## src/rtl/hazard_ctrl_pkg.sv

```systemverilog
// Shared pipeline constants: opcodes, M-extension funct7, hazard FSM encodings
// and the ID-stage operand-use decode helpers.
package hazard_ctrl_pkg;

    localparam logic [6:0] MATHr   = 7'b0110011;
    localparam logic [6:0] MATHWr  = 7'b0111011;
    localparam logic [6:0] JAL     = 7'b1101111;
    localparam logic [6:0] BRANCH  = 7'b1100011;
    localparam logic [6:0] STORE   = 7'b0100011;
    localparam logic [6:0] LUI     = 7'b0110111;
    localparam logic [6:0] AUIPC   = 7'b0010111;
    localparam logic [6:0] LOAD    = 7'b0000011;
    localparam logic [6:0] F7_MEXT = 7'b0000001;

    typedef enum logic [1:0] {
        RUN       = 2'd0,
        LU_BUBBLE = 2'd1,
        MDU_WAIT  = 2'd2,
        FREEZE    = 2'd3
    } hz_state_e;

    function automatic logic uses_rs1(input logic [6:0] op);
        return !(op == JAL || op == LUI || op == AUIPC);
    endfunction

    function automatic logic uses_rs2(input logic [6:0] op);
        return (op == MATHr) || (op == MATHWr) || (op == BRANCH) || (op == STORE);
    endfunction

    function automatic logic is_mext(input logic [6:0] op, input logic [6:0] f7);
        return ((op == MATHr) || (op == MATHWr)) && (f7 == F7_MEXT);
    endfunction

endpackage

```

## src/rtl/hazard_scoreboard.sv

```systemverilog
// Busy-register vector for in-flight MUL/DIV destinations; frozen while the
// data memory stalls the pipeline.
module hazard_scoreboard #(
    parameter int unsigned NREG = 32
) (
    input  logic            clk,
    input  logic            rstn,
    input  logic            mdu_issue,
    input  logic [4:0]      mdu_issue_rd,
    input  logic            mdu_done,
    input  logic [4:0]      mdu_done_rd,
    input  logic            freeze,
    output logic [NREG-1:0] busy
);

    logic [NREG-1:0] r_busy;
    logic [NREG-1:0] w_set;
    logic [NREG-1:0] w_clr;

    always_comb begin
        w_set = '0;
        w_clr = '0;
        for (int i = 0; i < int'(NREG); i++) begin
            if (mdu_issue && (mdu_issue_rd != 5'd0) && (i == int'(mdu_issue_rd))) begin
                w_set[i] = 1'b1;
            end
            if (mdu_done && (i == int'(mdu_done_rd))) begin
                w_clr[i] = 1'b1;
            end
        end
    end

    // Set is applied after clear so a fresh issue overrides an older completion.
    always_ff @(posedge clk or negedge rstn) begin
        if (!rstn) begin
            r_busy <= '0;
        end else if (!freeze) begin
            r_busy <= (r_busy & ~w_clr) | w_set;
        end
    end

    assign busy = r_busy;

endmodule

```

## src/rtl/hazard_ctrl.sv

```systemverilog
// Pipeline hazard controller: load-use, MUL/DIV data/structural hazards,
// redirect flushes and data-memory freeze, plus a stalled-cycle counter.
module hazard_ctrl
    import hazard_ctrl_pkg::*;
#(
    parameter int unsigned NREG = 32
) (
    input  logic        clk,
    input  logic        rstn,
    input  logic [31:0] IDinst,
    input  logic        EXmem_re,
    input  logic [4:0]  EXrd,
    input  logic        EXredirect,
    input  logic        dmem_stall,
    input  logic        mdu_issue,
    input  logic [4:0]  mdu_issue_rd,
    input  logic        mdu_done,
    input  logic [4:0]  mdu_done_rd,
    input  logic        mdu_busy,
    output logic        pc_we,
    output logic        ifid_we,
    output logic        idex_we,
    output logic        exmem_we,
    output logic        memwb_we,
    output logic        ifid_flush,
    output logic        idex_flush,
    output logic [31:0] stall_cnt
);

    hz_state_e       r_state;
    hz_state_e       r_saved;
    hz_state_e       w_eff_state;
    logic [31:0]     r_stall_cnt;
    logic [NREG-1:0] w_busy;
    logic [31:0]     w_busy32;

    logic [6:0] w_op;
    logic [6:0] w_f7;
    logic [4:0] w_rs1;
    logic [4:0] w_rs2;
    logic [4:0] w_rd;
    logic       w_use1;
    logic       w_use2;
    logic       w_lu_hz;
    logic       w_mdu_hz;
    logic       w_unused_funct3;

    assign w_op            = IDinst[6:0];
    assign w_rd            = IDinst[11:7];
    assign w_rs1           = IDinst[19:15];
    assign w_rs2           = IDinst[24:20];
    assign w_f7            = IDinst[31:25];
    assign w_unused_funct3 = ^IDinst[14:12];
    assign w_use1          = uses_rs1(w_op);
    assign w_use2          = uses_rs2(w_op);

    hazard_scoreboard #(
        .NREG (NREG)
    ) u_scoreboard (
        .clk          (clk),
        .rstn         (rstn),
        .mdu_issue    (mdu_issue),
        .mdu_issue_rd (mdu_issue_rd),
        .mdu_done     (mdu_done),
        .mdu_done_rd  (mdu_done_rd),
        .freeze       (dmem_stall),
        .busy         (w_busy)
    );

    // Architectural view of the busy vector; x0 is never busy.
    always_comb begin
        w_busy32 = '0;
        for (int i = 0; i < 32; i++) begin
            if (i < int'(NREG)) w_busy32[i] = w_busy[i];
        end
        w_busy32[0] = 1'b0;
    end

    assign w_lu_hz = EXmem_re && (EXrd != 5'd0) &&
                     ((w_use1 && (w_rs1 == EXrd)) || (w_use2 && (w_rs2 == EXrd)));

    assign w_mdu_hz = (w_use1 && w_busy32[w_rs1]) || (w_use2 && w_busy32[w_rs2]) ||
                      w_busy32[w_rd] || (mdu_busy && is_mext(w_op, w_f7));

    always_comb begin
        pc_we      = 1'b1;
        ifid_we    = 1'b1;
        idex_we    = 1'b1;
        exmem_we   = 1'b1;
        memwb_we   = 1'b1;
        ifid_flush = 1'b0;
        idex_flush = 1'b0;
        if (!rstn) begin
            pc_we = 1'b1;
        end else if (dmem_stall) begin
            pc_we    = 1'b0;
            ifid_we  = 1'b0;
            idex_we  = 1'b0;
            exmem_we = 1'b0;
            memwb_we = 1'b0;
        end else if (EXredirect) begin
            ifid_flush = 1'b1;
            idex_flush = 1'b1;
        end else if (w_mdu_hz || w_lu_hz) begin
            pc_we      = 1'b0;
            ifid_we    = 1'b0;
            idex_flush = 1'b1;
        end
    end

    // Leaving FREEZE resumes the saved state and is evaluated in the same cycle.
    assign w_eff_state = (r_state == FREEZE) ? r_saved : r_state;

    always_ff @(posedge clk or negedge rstn) begin
        if (!rstn) begin
            r_state     <= RUN;
            r_saved     <= RUN;
            r_stall_cnt <= '0;
        end else begin
            if (!pc_we) r_stall_cnt <= r_stall_cnt + 32'd1;
            if (dmem_stall) begin
                r_state <= FREEZE;
                if (r_state != FREEZE) r_saved <= r_state;
            end else if (EXredirect) begin
                r_state <= RUN;
                r_saved <= RUN;
            end else begin
                unique case (w_eff_state)
                    RUN:       r_state <= w_mdu_hz ? MDU_WAIT : (w_lu_hz ? LU_BUBBLE : RUN);
                    LU_BUBBLE: r_state <= RUN;
                    MDU_WAIT:  r_state <= w_mdu_hz ? MDU_WAIT : (w_lu_hz ? LU_BUBBLE : RUN);
                    default:   r_state <= RUN;
                endcase
            end
        end
    end

    assign stall_cnt = r_stall_cnt;

endmodule

```

## config.mk

```make
export PLATFORM = sky130hd
export DESIGN_NAME = hazard_ctrl
export DESIGN_NICKNAME = d
export VERILOG_FILES = /design/src/rtl/hazard_ctrl_pkg.sv /design/src/rtl/hazard_scoreboard.sv /design/src/rtl/hazard_ctrl.sv
export SDC_FILE = /design/constraint.sdc
export NUM_CORES = 1
export LEC_CHECK = 0
export ABC_CLOCK_PERIOD_IN_PS = 4600
export CAP_MARGIN = 20
export CELL_PAD_IN_SITES_DETAIL_PLACEMENT = 0
export CELL_PAD_IN_SITES_GLOBAL_PLACEMENT = 2
export CORE_MARGIN = 2
export CORE_UTILIZATION = 32
export CTS_CLUSTER_DIAMETER = 30
export DETAILED_ROUTE_END_ITERATION = 10
export GPL_TIMING_DRIVEN = 0
export PLACE_DENSITY = 0.85
export SLEW_MARGIN = 10
export SYNTH_ARGS = -nofsm -noshare
export SYNTH_HDL_FRONTEND = slang
export SYNTH_HIERARCHICAL = 1
export SYNTH_SLANG_ARGS = --single-unit
```

## constraint.sdc

```tcl
create_clock -name clk -period 4.6 [get_ports clk]
set_clock_uncertainty 0.1 [all_clocks]
set_input_delay 1.15 -clock clk [delete_from_list [all_inputs] [get_ports clk]]
set_output_delay 1.15 -clock clk [all_outputs]
set_load 0.01 [all_outputs]
```

* Word level (Yosys, flattened, before mapping)
Cells that the tools add are included.
Word-level totals: input port bits 55, output and inout bits 39, register bits after elaboration 64
Cells by class: $lt $le $gt $ge 3, bitwise operators 3, add/subtract/negate cells 1, multiplexer cells 83, eq/ne operators 72, reduce and logical (&&, ||, !) cells 88
Operators with widths (number):
- 5-bit equality test, first input constant | 32
- 4-bit by 5-bit equality test with 1-bit output, first input constant | 16
- 1-bit two-way mux | 80
- 1-bit logical AND | 73
- 3-bit by 5-bit equality test with 1-bit output, first input constant | 8
- 32-bit by 1-bit adder with 32-bit output, second input constant | 1
- 32-bit bitwise AND | 1
- 32-bit inverter | 1
- 32-bit bitwise OR | 1
- 7-bit by 6-bit equality test with 1-bit output, second input constant | 4
- 2-bit by 5-bit equality test with 1-bit output, first input constant | 4
- 5-bit by 6-bit less-than comparator with 1-bit output, second input constant | 3
- 1-bit binary-select mux with 5-bit select | 3
- 7-bit equality test, second input constant | 2
- 1-bit by 5-bit equality test with 1-bit output, first input constant | 2
- 5-bit equality test | 2
- 5-bit logical NOT | 2
- 1-bit logical OR | 10
- 5-bit nonzero test | 2
- 7-bit by 1-bit equality test with 1-bit output, second input constant | 1
- 7-bit by 5-bit equality test with 1-bit output, second input constant | 1
- 1-bit logical NOT | 1

* Depth between registers and ports, before layout
depth after elaboration 13, depth in mapped cells 10, mapped depth without buffers 7

* Cells and area by module
The synthesis kept the hierarchy.
Modules (own cells, without submodules):
- hazard_ctrl | seq. area each 800.8 um2, cells an instance 251, instances 1, area an instance 2720.1 um2
- hazard_scoreboard | seq. area each 800.8 um2, cells an instance 131, instances 1, area an instance 1371.3 um2

* Worst setup path before layout
No wires, ideal clock.
kind input to output, start point input port IDinst[20], end point output port pc_we, arrival 2.925 ns, data required time 3.350 ns, slack 0.425 ns, stages 9, cell sequence buf_2 > mux4_2 > mux2i_1 > mux2i_1 > a221oi_1 > nand4_1 > and2_1 > inv_1 > buf_4
On the way: longest elaborated chain between the ends 11, elaborated cells between the ends (all ways) 15
RTL lines:
- start, declared | RTL line hazard_ctrl.sv:10 | input logic [31:0] IDinst,
- 1-bit binary-select mux with 5-bit select | RTL line hazard_ctrl.sv:82 | assign w_mdu_hz = (w_use1 && w_busy32[w_rs1]) || (w_use2 && w_busy32[w_rs2]) ||
- 1-bit two-way mux (implied by the code) | RTL line hazard_ctrl.sv:82
- 1-bit logical AND | RTL line hazard_ctrl.sv:82
- 1-bit logical OR (2 in a row) | RTL line hazard_ctrl.sv:82
- 1-bit logical OR | RTL line hazard_ctrl.sv:83 | w_busy32[w_rd] || (mdu_busy && is_mext(w_op, w_f7));
- 1-bit logical OR (*) | RTL line hazard_ctrl.sv:104 | end else if (w_mdu_hz || w_lu_hz) begin
- 1-bit two-way mux (*) (4 in a row)
- end, declared | RTL line hazard_ctrl.sv:20 | output logic pc_we,
Mark *: on every way between the ends. The rest lies on a longest branch, timed or not. The select of a mux whose other input is x is not followed.

* Worst setup path after layout
start point input port IDinst[9], end point output port pc_we
On the way: longest elaborated chain between the ends 9
RTL lines:
- 1-bit binary-select mux with 5-bit select | RTL line hazard_ctrl.sv:83
- 1-bit two-way mux (implied by the code) | RTL line hazard_ctrl.sv:83
- 1-bit logical OR | RTL line hazard_ctrl.sv:82
- 1-bit logical OR | RTL line hazard_ctrl.sv:83
- 1-bit logical OR | RTL line hazard_ctrl.sv:104
- 1-bit two-way mux | RTL line hazard_ctrl.sv:104
- 1-bit two-way mux | RTL line hazard_ctrl.sv:101 | end else if (EXredirect) begin
- 1-bit two-way mux | RTL line hazard_ctrl.sv:95 | end else if (dmem_stall) begin
- 1-bit two-way mux | RTL line hazard_ctrl.sv:93 | if (!rstn) begin
Every way passes these cells. The select of a mux whose other input is x is not followed.

==> reports/metrics.yaml <==
min_period_ns: 4.495
core-area_um2: 12520
utilization_pct: 45.00
slew_headroom_pct: 35.66
rr_startpoint: "u_scoreboard/busy[15]"
post-route-cell-area_um2: 5633
grt_max_degree: 62
fmax_ghz: 0.2225
cts_tree: "built"
start_kind: "input port"
syn_area_um2: 4059
finalCritPeriodShare_pct: 97.72
io_buffers: 82
root_buffer: "clkbuf_16"
route.detailed.drc: 0
die_h_um: 116.6
holdPathEnd: "stall_cnt[31]"
path_max_fanout: 6
yosys_warnings: 6
setup_viol: 0
grt_antenna_before_repair: 0
instances_no_fill: 670
grt_usage_pct: 17.87
power.total_mw: 1.891
hold_class: "flop to flop"
tightest_slew_ns: 0.9577
drt_iter0_drc: 182
via_per_inst: 5.337
area_growth_pct: 38.78
insertion_delay_ns: 0.33
dieArea_um2: 13600
worstPathArrival_ns: 3.25
fillers: 1250
min_path_cells: 1
p_per_area_nw_per_um2: 335.7
finalHoldViolCount: 0
fp.dieW_um: 116.6
r2r_end: "stall_cnt[23]"
drive_gt1_share_pct: 21.49
vias: 3576
whs_ns: 0.3709
routedWlPerCell_um: 17.70
critical_path_class: "input port to primary output"
num_io_pins: 94
cp_data_required_time_ns: 3.35
placed_area_um2: 5120
crit_family: "buffers and inverters"
dr.pass1.iters: 5
p_comb_share_pct: 25.7
cap_violations: 0
cpPeakStageDelay_ns: 0.35
start_util_pct: 32.43
hpwl_um: 8748
critical_path.cell_chain: "clkbuf_4, buf_6, buf_4, mux4_2, mux2_4, a311oi_4, nand4_1, and2_4, inv_1, buf_4, clkdlybuf4s15_1"
dp.cells: 635
row_count: 41
power.switching_uw: 546.7
drv_slew: 0
grt_first_pass_wirelength_um: 18600
overflow: 0
p_seq_share_pct: 39.2
n_antenna_cell: 0
ir_drop_v: 0.0001714
place.gp.congestion: 0.8146
grt_pass1_vias: 3532
numCtsBuffers: 9
p_int_mw: 1.344
outcome: "finished clean"
wl_um: 11860
clock_power_share_pct: 35.1
path_clk_slew_ns: 0.05
cts_sinks: 63
postSynthCellCount: 380
cts_max_path_buffers: 2
syn_area_per_cell_um2: 10.68
power.leakage_nw: 2.223
htreeDepth: 3
r2r_slack_ns: 0.71
netSwitchingFraction_pct: 28.91
path_buf_inv: 6
endpoint_kind: "primary output"
rr_worst_depth: 19
ant_nets: 0
min-delay-start: "stall_cnt[31]"
path_common_cell: "buf_4"
nets: 549
slowest_stage: "a311oi_4"
syn-num-nets: 436
==> sequential cells by signal, summed over array words and instances, names as in the netlist <==
register           cells
u_scoreboard/busy     31
stall_cnt             32
==> power groups by stage <==
stage	sequential (mW)	clock (mW)	combinational, mW
6_report	0.742	0.663	0.486
5_1_grt	0.753	0.704	0.531
4_1_cts	0.738	0.677	0.479
3_5_place_dp	0.745	0	0.451
3_3_place_gp	0.738	0	0.442
2_1_floorplan	0.718	0	0.259
==> layout by cell type (no fill, tap or decap), types with 9 or more instances in the layout <==
cell type	count
o21ai_1	11
nand3_1	15
nand4_1	17
mux4_2	18
mux2i_1	16
clkdlybuf4s50_1	67
xnor2_1	40
nand2_1	13
and3_1	11
clkbuf_16	9
o21ai_0	53
nor2_1	11
dfrtp_1	63
buf_4	26
==> worst max path at each step <==
stage,endpoint,startpoint,slack [ns],depth (start not counted)
floorplan,pc_we,IDinst[20],0.43,9
global placement,pc_we,rstn,-1.74,6
detailed placement,pc_we,IDinst[9],-0.86,11
CTS,pc_we,EXrd[2],0.005,10
global route,idex_flush,IDinst[9],-0.008,13
finish,pc_we,IDinst[9],0.10,11
==> layer usage <==
| layer | track usage [%] | vias to the layer above | wire (um) |
|---|---|---|---|
| li1 | - | 1681 | - |
| met1 | 25.23 | 1763 | 5418 |
| met2 | 27.21 | 113 | 5531 |
| met3 | 3.684 | 19 | 670 |
| met4 | 6.588 | 0 | 238 |
| met5 | 0 | - | 0 |
==> layout make-up <==
cell class              instances  area [um^2]  share of cell area, %
multi-input cells             289         2421                  42.98
clock buffers                  12        246.5                  4.376
well taps                     172        215.2                  3.821
inverters                       9        33.78                 0.5997
repair buffers                103        967.2                  17.17
plain buffers                  18        127.6                  2.266
flip-flops and latches         63         1577                  27.99
clock inverters                 4        45.04                 0.7996
==> per-stage QoR <==
step,setup slack [ns],TNS (ns)
after detailed placement,-0.8634,-2.306
after floorplan,0.4252,0
after global routing,-0.007646,-0.007646
after global placement,-1.744,-33.57
after CTS,0.005106,0
final,0.1048,0
==> what timing repair did <==
action                                  CTS  global route
buffers inserted                         20             2
gates resized for setup                  35            18
hold buffers                              0             0
endpoints found under the setup margin    5            22
pin swaps                                 7             8
Power figures use the tool's default switching activity.
